--- config.mk ---
export PLATFORM = sky130hd
export DESIGN_NAME = ppu_bg_fetch_flat
export DESIGN_NICKNAME = d
export VERILOG_FILES = /design/src/rtl/ppu_bg_fetch_pkg.sv /design/src/rtl/ppu_bg_fetch_if.sv /design/src/rtl/ppu_bg_attr_sel.sv /design/src/rtl/ppu_bg_fetch.sv /design/src/flat_wrapper.sv
export SDC_FILE = /design/constraint.sdc
export NUM_CORES = 1
export LEC_CHECK = 0
export ABC_CLOCK_PERIOD_IN_PS = 1600
export CAP_MARGIN = 40
export CORE_ASPECT_RATIO = 1.5
export CORE_MARGIN = 5
export CORE_UTILIZATION = 39
export CTS_CLUSTER_SIZE = 40
export DETAILED_ROUTE_END_ITERATION = 16
export PLACE_DENSITY = 0.78
export SKIP_CTS_REPAIR_TIMING = 1
export SYNTH_ARGS = -nofsm -noshare
export SYNTH_HDL_FRONTEND = slang
export SYNTH_SLANG_ARGS = --single-unit
--- constraint.sdc ---
create_clock -name i_clk -period 1.6 [get_ports i_clk]
set_input_delay 0.48 -clock i_clk [delete_from_list [all_inputs] [get_ports i_clk]]
set_output_delay 0.48 -clock i_clk [all_outputs]
set_load 0.02 [all_outputs]
--- src/rtl/ppu_bg_fetch_pkg.sv ---
// ppu_bg_fetch_pkg: shared phase encoding and VRAM base addresses for the background fetcher
package ppu_bg_fetch_pkg;
  typedef enum logic [2:0] {
    PH_NT_ADDR, PH_NT_DATA, PH_AT_ADDR, PH_AT_DATA,
    PH_PT_LO_ADDR, PH_PT_LO_DATA, PH_PT_HI_ADDR, PH_PT_HI_DATA
  } phase_e;
  localparam logic [13:0] NT_BASE = 14'h2000;
  localparam logic [13:0] AT_BASE = 14'h23C0;
  localparam logic [13:0] PT_HI_OFFSET = 14'd8;
endpackage

--- src/rtl/ppu_bg_fetch_if.sv ---
// ppu_bg_fetch_if: VRAM read bus between the background fetcher (master) and VRAM (slave)
// vram_addr/vram_rd: fetch address and read strobe; vram_data: read data, valid the cycle after vram_rd
interface ppu_bg_fetch_if #(parameter int ADDR_WIDTH = 14);
  logic [ADDR_WIDTH-1:0] vram_addr;
  logic                  vram_rd;
  logic [7:0]            vram_data;
  modport master (output vram_addr, vram_rd, input vram_data);
  modport slave (input vram_addr, vram_rd, output vram_data);
endinterface

--- src/rtl/ppu_bg_attr_sel.sv ---
// ppu_bg_attr_sel: attribute-table address and 2-bit palette quadrant select from loopy v
// i_v: loopy v; i_at_byte: attribute byte; o_at_addr: attribute fetch address; o_pal: selected palette
module ppu_bg_attr_sel
  import ppu_bg_fetch_pkg::*;
(
  input  logic [14:0] i_v,
  input  logic [7:0]  i_at_byte,
  output logic [13:0] o_at_addr,
  output logic [1:0]  o_pal
);
  logic [7:0] w_shifted;
  logic       w_unused;
  assign w_unused = ^{i_v[14:12], i_v[5], i_v[0]};
  always_comb begin
    o_at_addr = AT_BASE | {2'b00, i_v[11:10], 4'b0000, i_v[9:7], i_v[4:2]};
    w_shifted = i_at_byte >> {i_v[6], i_v[1], 1'b0};
    o_pal = w_shifted[1:0];
  end
endmodule

--- src/rtl/ppu_bg_fetch.sv ---
// ppu_bg_fetch: 8-dot NT/AT/PT-lo/PT-hi background tile fetch sequencer feeding the BG shift registers
// i_clk, i_reset_n (sync, active-low), i_enable, i_v (loopy v), i_bg_table; vram: VRAM read bus (master)
// o_pattern_lo/hi, o_attr_lo/hi: current tile; o_load/o_shift: shift-register strobes; o_inc_coarse_x
// PPU_BG_FETCH_DEBUG_EN adds o_debug_phase and o_debug_nt
module ppu_bg_fetch
  import ppu_bg_fetch_pkg::*;
#(
  parameter int ADDR_WIDTH = 14
) (
  input  logic         i_clk,
  input  logic         i_reset_n,
  input  logic         i_enable,
  input  logic [14:0]  i_v,
  input  logic         i_bg_table,
  ppu_bg_fetch_if.master vram,
  output logic [7:0]   o_pattern_lo,
  output logic [7:0]   o_pattern_hi,
  output logic [7:0]   o_attr_lo,
  output logic [7:0]   o_attr_hi,
  output logic         o_load,
  output logic         o_shift,
  output logic         o_inc_coarse_x
`ifdef PPU_BG_FETCH_DEBUG_EN
  ,
  output logic [2:0]   o_debug_phase,
  output logic [7:0]   o_debug_nt
`endif
);
  phase_e      r_phase, w_phase_nxt;
  logic [7:0]  r_nt, r_pt_lo;
  logic [1:0]  r_pal, w_pal;
  logic        r_load, w_act, w_rd;
  logic [13:0] w_at_addr, w_pt_addr, w_addr;
  ppu_bg_attr_sel u_attr_sel (
    .i_v       (i_v),
    .i_at_byte (vram.vram_data),
    .o_at_addr (w_at_addr),
    .o_pal     (w_pal)
  );
  assign w_pt_addr = {1'b0, i_bg_table, r_nt, 1'b0, i_v[14:12]};
  always_ff @(posedge i_clk)
    r_phase <= !i_reset_n ? PH_NT_ADDR : w_phase_nxt;
  // Strobes are also gated by reset so the bus is idle while reset is held.
  always_comb begin
    w_act = i_enable & i_reset_n;
    w_phase_nxt = i_enable ? phase_e'(r_phase + 3'd1) : PH_NT_ADDR;
    w_rd = w_act & ~r_phase[0];
    w_addr = r_phase == PH_NT_ADDR ? NT_BASE | {2'b00, i_v[11:0]} :
             r_phase == PH_AT_ADDR ? w_at_addr :
             r_phase == PH_PT_LO_ADDR ? w_pt_addr : w_pt_addr | PT_HI_OFFSET;
    vram.vram_rd = w_rd;
    vram.vram_addr = w_rd ? ADDR_WIDTH'(w_addr) : '0;
    o_shift = w_act;
    o_load = r_load & w_act;
    o_inc_coarse_x = w_act & (r_phase == PH_PT_HI_DATA);
  end
  // Transfer at the end of phase 7 ignores i_enable: a tile whose last fetch completed is kept.
  always_ff @(posedge i_clk) begin
    if (!i_reset_n) begin
      r_nt <= '0;
      r_pt_lo <= '0;
      r_pal <= '0;
      r_load <= 1'b0;
      o_pattern_lo <= '0;
      o_pattern_hi <= '0;
      o_attr_lo <= '0;
      o_attr_hi <= '0;
    end else begin
      r_load <= i_enable & (r_phase == PH_PT_HI_DATA);
      if (i_enable && r_phase == PH_NT_DATA) r_nt <= vram.vram_data;
      if (i_enable && r_phase == PH_AT_DATA) r_pal <= w_pal;
      if (i_enable && r_phase == PH_PT_LO_DATA) r_pt_lo <= vram.vram_data;
      if (r_phase == PH_PT_HI_DATA) begin
        o_pattern_lo <= r_pt_lo;
        o_pattern_hi <= vram.vram_data;
        o_attr_lo <= {8{r_pal[0]}};
        o_attr_hi <= {8{r_pal[1]}};
      end
    end
  end
`ifdef PPU_BG_FETCH_DEBUG_EN
  assign o_debug_phase = r_phase;
  assign o_debug_nt = r_nt;
`endif
endmodule
--- src/flat_wrapper.sv ---
// flat-port wrapper written by rule: the top's interface ports become plain ports
module ppu_bg_fetch_flat import ppu_bg_fetch_pkg::*;
#(
  parameter int ADDR_WIDTH = 14
)
  (i_clk, i_reset_n, i_enable, i_v, i_bg_table, o_pattern_lo, o_pattern_hi, o_attr_lo, o_attr_hi, o_load, o_shift, o_inc_coarse_x, vram_vram_addr, vram_vram_rd, vram_vram_data);
  ppu_bg_fetch_if #(.ADDR_WIDTH(ADDR_WIDTH)) vram_i ();
  input  logic i_clk;
  input  logic i_reset_n;
  input  logic i_enable;
  input  logic [14:0] i_v;
  input  logic i_bg_table;
  output logic [7:0] o_pattern_lo;
  output logic [7:0] o_pattern_hi;
  output logic [7:0] o_attr_lo;
  output logic [7:0] o_attr_hi;
  output logic o_load;
  output logic o_shift;
  output logic o_inc_coarse_x;
  output wire logic [$bits(vram_i.vram_addr)-1:0] vram_vram_addr;
  output wire logic [$bits(vram_i.vram_rd)-1:0] vram_vram_rd;
  input wire logic [$bits(vram_i.vram_data)-1:0] vram_vram_data;
  assign vram_vram_addr = vram_i.vram_addr;
  assign vram_vram_rd = vram_i.vram_rd;
  assign vram_i.vram_data = vram_vram_data;
  ppu_bg_fetch #(.ADDR_WIDTH(ADDR_WIDTH)) u_core (.i_clk(i_clk), .i_reset_n(i_reset_n), .i_enable(i_enable), .i_v(i_v), .i_bg_table(i_bg_table), .vram(vram_i), .o_pattern_lo(o_pattern_lo), .o_pattern_hi(o_pattern_hi), .o_attr_lo(o_attr_lo), .o_attr_hi(o_attr_hi), .o_load(o_load), .o_shift(o_shift), .o_inc_coarse_x(o_inc_coarse_x));
endmodule
==> results of run 1 <==
sequential cells by signal (all words and copies together) (netlist names):
signal,cells
u_core.o_pattern_hi,8
u_core.o_pattern_lo,8
u_core.r_nt,8
u_core.r_pt_lo,8
u_core.r_phase,3
u_core.r_pal,2
u_core.o_attr_hi,1
u_core.o_attr_lo,1
u_core.r_load,1
synthesized netlist by cell type:
master,number
a211oi_1,5
a21boi_0,3
and3_1,5
buf_2,3
buf_4,17
clkbuf_1,5
dfxtp_1,40
ha_1,6
inv_1,6
mux2i_1,41
mux4_2,2
nand2_1,5
nand2b_1,1
nand3_1,3
nand3_2,1
nand3b_1,1
nor2_1,9
nor2b_1,34
nor3_1,2
o21bai_1,1
o221a_2,4
or2b_1,1
cell usage in the layout, fill, tap and decap left out, drive strengths merged:
cell type	count
bufinv	1
nor3	2
or2b	1
a211oi	5
clkinvlp	1
nand2	5
nor2b	34
buf	54
nand2b	1
clkdlybuf4s50	23
inv	6
mux2i	41
ha	6
o221a	4
nor2	9
a21boi	3
clkinv	1
and3	5
nand3	4
mux4	2
o21bai	1
dlymetal6s2s	34
dfxtp	40
nand3b	1
clkbuf	9
critical path, stage by stage (launching register included):
cell and delay (ps):
dfxtp_2 350, inv_2 70, ha_4 140, or2b_4 300
buf_12 150, o221a_4 260, buf_6 130
power by group through the flow:
stage | Sequential, µW | Combinational (µW) | Clock (µW)
floorplan | 1030 | 188 | 0
global placement | 1030 | 382 | 0
detailed placement | 1030 | 388 | 0
CTS | 1010 | 390 | 828
global route | 1010 | 490 | 878
finish | 1010 | 462 | 816
worst max-delay path by stage:
stage                            startpoint  cells after the start                 end  slack, ps
2_1_floorplan  u_core.r_phase[0]$_SDFF_PN0_                      5   vram_vram_addr[0]       -140
3_3_place_gp                      i_reset_n                      6  vram_vram_addr[12]      -1010
3_5_place_dp                      i_reset_n                      6   vram_vram_addr[8]      -1030
4_1_cts        u_core.r_phase[0]$_SDFF_PN0_                      6   vram_vram_addr[1]      -1220
5_1_grt        u_core.r_phase[1]$_SDFF_PN0_                      7   vram_vram_addr[4]       -620
6_report       u_core.r_phase[1]$_SDFF_PN0_                      6   vram_vram_addr[8]       -570
layout make-up:
| type | instances | share of cell area, % |
|---|---|---|
| inverter | 6 | 0.919 |
| timing repair buffer | 115 | 35.7 |
| clock buffer | 5 | 1.94 |
| tap | 66 | 2.33 |
| clock inverter | 3 | 1.20 |
| multi-input combinational | 124 | 35.1 |
| sequential | 40 | 22.8 |
per-layer routing:
metal	track usage (%)	part of all wire, %	vias up	wire [µm]
met5	0	0	-	0
met4	5.05	1.4	0	81
met3	3.47	3.8	6	223
met2	30.8	57	40	3380
met1	18.8	38	816	2230
li1	-	-	841	-
cell families (layout without fill, tap and decap cells):
logic type               Yosys count  count (layout)  share of synthesized area [%]
multiplexers                      43              43                           23.0
AO/OA/AOI/OAI                     13              13                           5.69
AND/OR/NAND/NOR                   62              62                           17.8
adder cells (fa/ha/maj)            6               6                           3.79
flip-flops                        40              40                           40.4
buffers and inverters             31             129                           9.29
stage by stage:
| step | setup TNS [ps] | cell area [µm²] |
|---|---|---|
| after global placement | -20070 | 3100 |
| after CTS | -26750 | 3210 |
| after floorplan | -1080 | 2130 |
| final | -7290 | 3540 |
| after detailed placement | -20920 | 3100 |
| after global routing | -8290 | 3540 |
==> impl_metrics.csv, run 1 <==
group,metric,value,unit
status,outcome,"finished, violations left",
status,violations,"negative setup slack",
yosys,synthTopCellsByArea,"dfxtp_1 (40%), mux2i_1 (21%), nor2b_1 (11%), buf_4 (6.4%), ha_1 (3.8%)",
worst_hold_path,hold_end,"u_core.r_pal[0]$_SDFFE_PN0P_",
setup_path,rr_endpoint,"u_core.r_nt[5]$_SDFFE_PN0P_",
clock_tree,clk_pin_slew,70,ps
sta,relSlewSlack,79.0,%
clock_tree,cts_buffer_depth,2,
yosys,ys_types,22,
setup_path,path_max_fanout,6,
setup_path,cp.arrival,1690,ps
power_and_ir_drop,leakagePower,0.00204,µW
yosys,syn_nets,228,
sta,rsz0062_at_grt,"true",
power_and_ir_drop,p_comb_share,20.2,%
sta,fin_ws,-572,ps
sta,fmax,460,MHz
setup_path,reg2reg_from,"u_core.r_phase[1]$_SDFF_PN0_",
power_and_ir_drop,power.share.sequential,44.2,%
floorplan,placeableCoreArea,0.00489,mm²
power_and_ir_drop,total_power,2290,µW
sta,maxSlewViolCount,0,
power_and_ir_drop,intPower,1730,µW
sta,tightest_slew,315,ps
yosys,synth_top_area_cell,"dfxtp_1",
yosys,syn_area,0.00198,mm²
yosys,ys_seq_elements,40,
power_and_ir_drop,clockPowerShare,35.6,%
setup_path,path_class,"flop to primary output",
routing,routed_wl,5910,µm
clock_tree,htreeDepth,2,
setup_path,endpoint_kind,"primary output",
setup_path,r2r_slack,120,ps
clock_tree,cts_tree,"built",
routing,drt_iter0_drc,15,
sta,finalCritPeriodShare,136,%
yosys,ys_seq_area_share,40.4,%
placement,place_hpwl,4190,µm
clock_tree,root_buffer,"clkbuf_8",
power_and_ir_drop,powerDensity,647,mW/mm²
floorplan,die_h,97.3,µm
floorplan,io_pins,77,
floorplan,die_area,0.00663,mm²
placement,dp_cells,347,
placement,preCtsSetupSlack,-1030,ps
layout,final_util,72.4,%
setup_path,critPathLaunchType,"flop",
power_and_ir_drop,swShare,24.6,%
sta,fin_hold_ws,484,ps
clock_tree,cts_made_buffers,5,
setup_path,worstRegToRegCells,7,
routing,antenna_left,0,
routing,first_pass_iters,4,
floorplan,start_util,40.5,%
floorplan,die_x,68.2,µm
sta,hold_viol,0,
layout,insertedDiodeCount,0,
yosys,syn-instance-count,195,
worst_hold_path,holdPathStages,2,
worst_hold_path,min_from,"u_core.r_pal[0]$_SDFFE_PN0P_",
yosys,yosys.area.top_type_share,40.4,%
routing,wl_per_cell,16.5,µm
floorplan,row_count,31,
setup_path,required,1120,ps
clock_tree,clock-sinks,40,
worst_hold_path,hold_class,"flop to flop",
layout,fillerInstances,335,
sta,fin_skew,5.34,ps
yosys,yosys_warnings,0,
global_route,grt.total_usage,16.9,%
sta,fin_crit,2170,ps
routing,drc,0,
sta,setup_viol,16,
layout,drive_gt1_share,37.2,%
power_and_ir_drop,ir_worst_vdd,0.734,mV
layout,area_growth,78.7,%
job,drv_cap,0,
layout,multiInputGateArea,0.00124,mm²
routing,num_vias,1703,
layout,instances_no_fill,359,
yosys,postSynthAreaPerCell,10.2,µm²
global_route,antenna_found_initial,0,
placement,gp_congestion,0.806,
placement,port_buffers,76,
routing,routed_via_density,4.74,
global_route,grt_pass1_vias,1758,
clock_tree,insertion_delay,290,ps
global_route,grt.overflow.total,0,
power_and_ir_drop,p_sw,564,µW
global_route,grt_max_degree,42,
layout,nets,325,
global_route,grt_pass1_wl,8510,µm
layout,seqCellArea,807,µm²
No activity file was read; power rests on OpenSTA's default activity.
==> run 2, diff against run 1 <==
SETUP_SLACK_MARGIN = 0.05   (was not set)
==> run 2 against run 1 <==
Compared with the run above: the run still ends with negative setup slack left; combinational power about the same; hold slack lost 1.1 ps; clock power down 2%; setup slack got worse by 5.7 ps; fmax down 0.26%; routed wire length increased by 0.25%; power decreased by 0.68%.
==> impl_metrics.csv, run 2 (same netlist as run 1, synthesis figures left out) <==
group,metric,value,unit
layout,multiInputGateArea,0.00121,mm²
placement,place_hpwl,4090,µm
placement,preCtsSetupSlack,-1050,ps
floorplan,die_x,68.2,µm
floorplan,row_count,31,
layout,instances_no_fill,363,
global_route,grt_max_degree,42,
layout,area_growth,78.6,%
layout,nets,329,
setup_path,required,1120,ps
layout,final_cell_mix,"dfxtp_1 (35), mux2i_1 (34), nor2b_1 (34), buf_4 (34), dlymetal6s2s_1 (33)",
power_and_ir_drop,ir_worst_vdd,0.518,mV
setup_path,reg2reg_from,"u_core.r_phase[1]$_SDFF_PN0_",
power_and_ir_drop,powerDensity,643,mW/mm²
setup_path,critPathLaunchType,"flop",
sta,relSlewSlack,83.4,%
clock_tree,cts_buffer_depth,2,
layout,insertedDiodeCount,0,
setup_path,worstRegToRegCells,8,
routing,wl_per_cell,16.3,µm
worst_hold_path,hold_class,"flop to flop",
setup_path,cpPeakStageDelay,340,ps
routing,routed_wl,5920,µm
sta,fin_skew,5.05,ps
sta,fmax,459,MHz
setup_path,endpoint_kind,"primary output",
setup_path,path_cells,"inv_2, ha_4, or2b_4, buf_12, a211oi_4, buf_6",
routing,drt_iter0_drc,25,
routing,drc,0,
status,violations,"negative setup slack",
sta,finalCritPeriodShare,136,%
layout,final_common_cell,"dfxtp_1",
power_and_ir_drop,leakagePower,0.00201,µW
floorplan,start_util,40.5,%
setup_path,slowest_stage,"dfxtp_2",
clock_tree,htreeDepth,2,
global_route,grt_pass1_wl,8540,µm
placement,dp_cells,349,
sta,fin_crit,2180,ps
global_route,grt.overflow.total,0,
sta,maxSlewViolCount,0,
worst_hold_path,holdPathStages,2,
layout,fillerInstances,365,
routing,first_pass_iters,4,
global_route,grt_pass1_vias,1731,
status,outcome,"finished, violations left",
floorplan,io_pins,77,
clock_tree,insertion_delay,290,ps
floorplan,placeableCoreArea,0.00489,mm²
job,drv_cap,0,
sta,tightest_slew,249,ps
placement,port_buffers,76,
setup_path,path_class,"flop to primary output",
clock_tree,clk_pin_slew,70,ps
floorplan,die_area,0.00663,mm²
layout,final_util,72.4,%
setup_path,cp.arrival,1700,ps
layout,drive_gt1_share,39.4,%
worst_hold_path,min_from,"u_core.r_pal[1]$_SDFFE_PN0P_",
clock_tree,cts_made_buffers,5,
layout,seqCellArea,807,µm²
clock_tree,clock-sinks,40,
setup_path,crit_start,"u_core.r_phase[1]$_SDFF_PN0_",
sta,fin_ws,-578,ps
routing,routed_via_density,4.76,
sta,setup_viol,16,
sta,rsz0062_at_grt,"true",
routing,num_vias,1728,
placement,gp_congestion,0.814,
routing,antenna_left,0,
global_route,grt.total_usage,16.8,%
floorplan,die_h,97.3,µm
setup_path,path_max_fanout,7,
global_route,antenna_found_initial,0,
sta,hold_viol,0,
clock_tree,cts_tree,"built",
clock_tree,root_buffer,"clkbuf_8",
-- run 2: cell count changes in the layout (fill, tap and decap cells not counted), sizes merged --
cell	change
clkbuf	+2
dlymetal6s2s	-1
clkinvlp	-1
buf	+4
-- run 2: critical path, delay by kind of cell, from the launching register on --
| family | cells | cell delay [ps] |
|---|---|---|
| DFF | 1 | 340 |
| and+or+nand+nor | 1 | 310 |
| adders and majority gates | 1 | 140 |
| AOI/OAI and AO/OA | 1 | 240 |
| buffers and inverters | 3 | 380 |
-- run 2: power by group --
group | internal [µW] | switching (µW)
registers | 1000 | 7.52
clock network | 463 | 336
logic | 265 | 199
total | 1730 | 543
-- run 2: worst paths after layout --
check | to | slack (ps)
setup / recovery | vram_vram_addr[2] | -580
hold / removal | u_core.r_pal[1]$_SDFFE_PN0P_ | 480
setup reg to reg | u_core.r_nt[5]$_SDFFE_PN0P_ | 110
hold reg to reg | u_core.r_pal[1]$_SDFFE_PN0P_ | 480
-- run 2: area by class of cell --
class / count / share of cell area (%)
multi-input combinational: 124 / 34.1
timing repair buffer: 119 / 36.8
clock inverter: 2 / 0.990
clock buffer: 6 / 2.05
sequential: 40 / 22.8
inverter: 6 / 0.919
tap: 66 / 2.33
-- run 2: metal layers --
layer | up-vias | share of wire, % | GRT usage [%] | routed length (µm)
met2 | 41 | 58 | 30.7 | 3450
li1 | 848 | - | - | -
met3 | 9 | 3.0 | 3.13 | 180
met4 | 0 | 2.1 | 5.97 | 127
met1 | 830 | 37 | 18.2 | 2160
met5 | - | 0 | 0 | 0
-- run 2: per-stage QoR --
stage / power (µW) / setup TNS (ps) / instance area, µm² / hold WS [ps]
6_report: 2280 / -7580 / 3540 / 483
5_1_grt: 2360 / -8530 / 3540 / 508
4_1_cts: 2230 / -25520 / 3260 / 484
3_5_place_dp: 1440 / -21310 / 3160 / 472
3_3_place_gp: 1430 / -19940 / 3160 / 457
2_1_floorplan: 1220 / -1090 / 2140 / 443
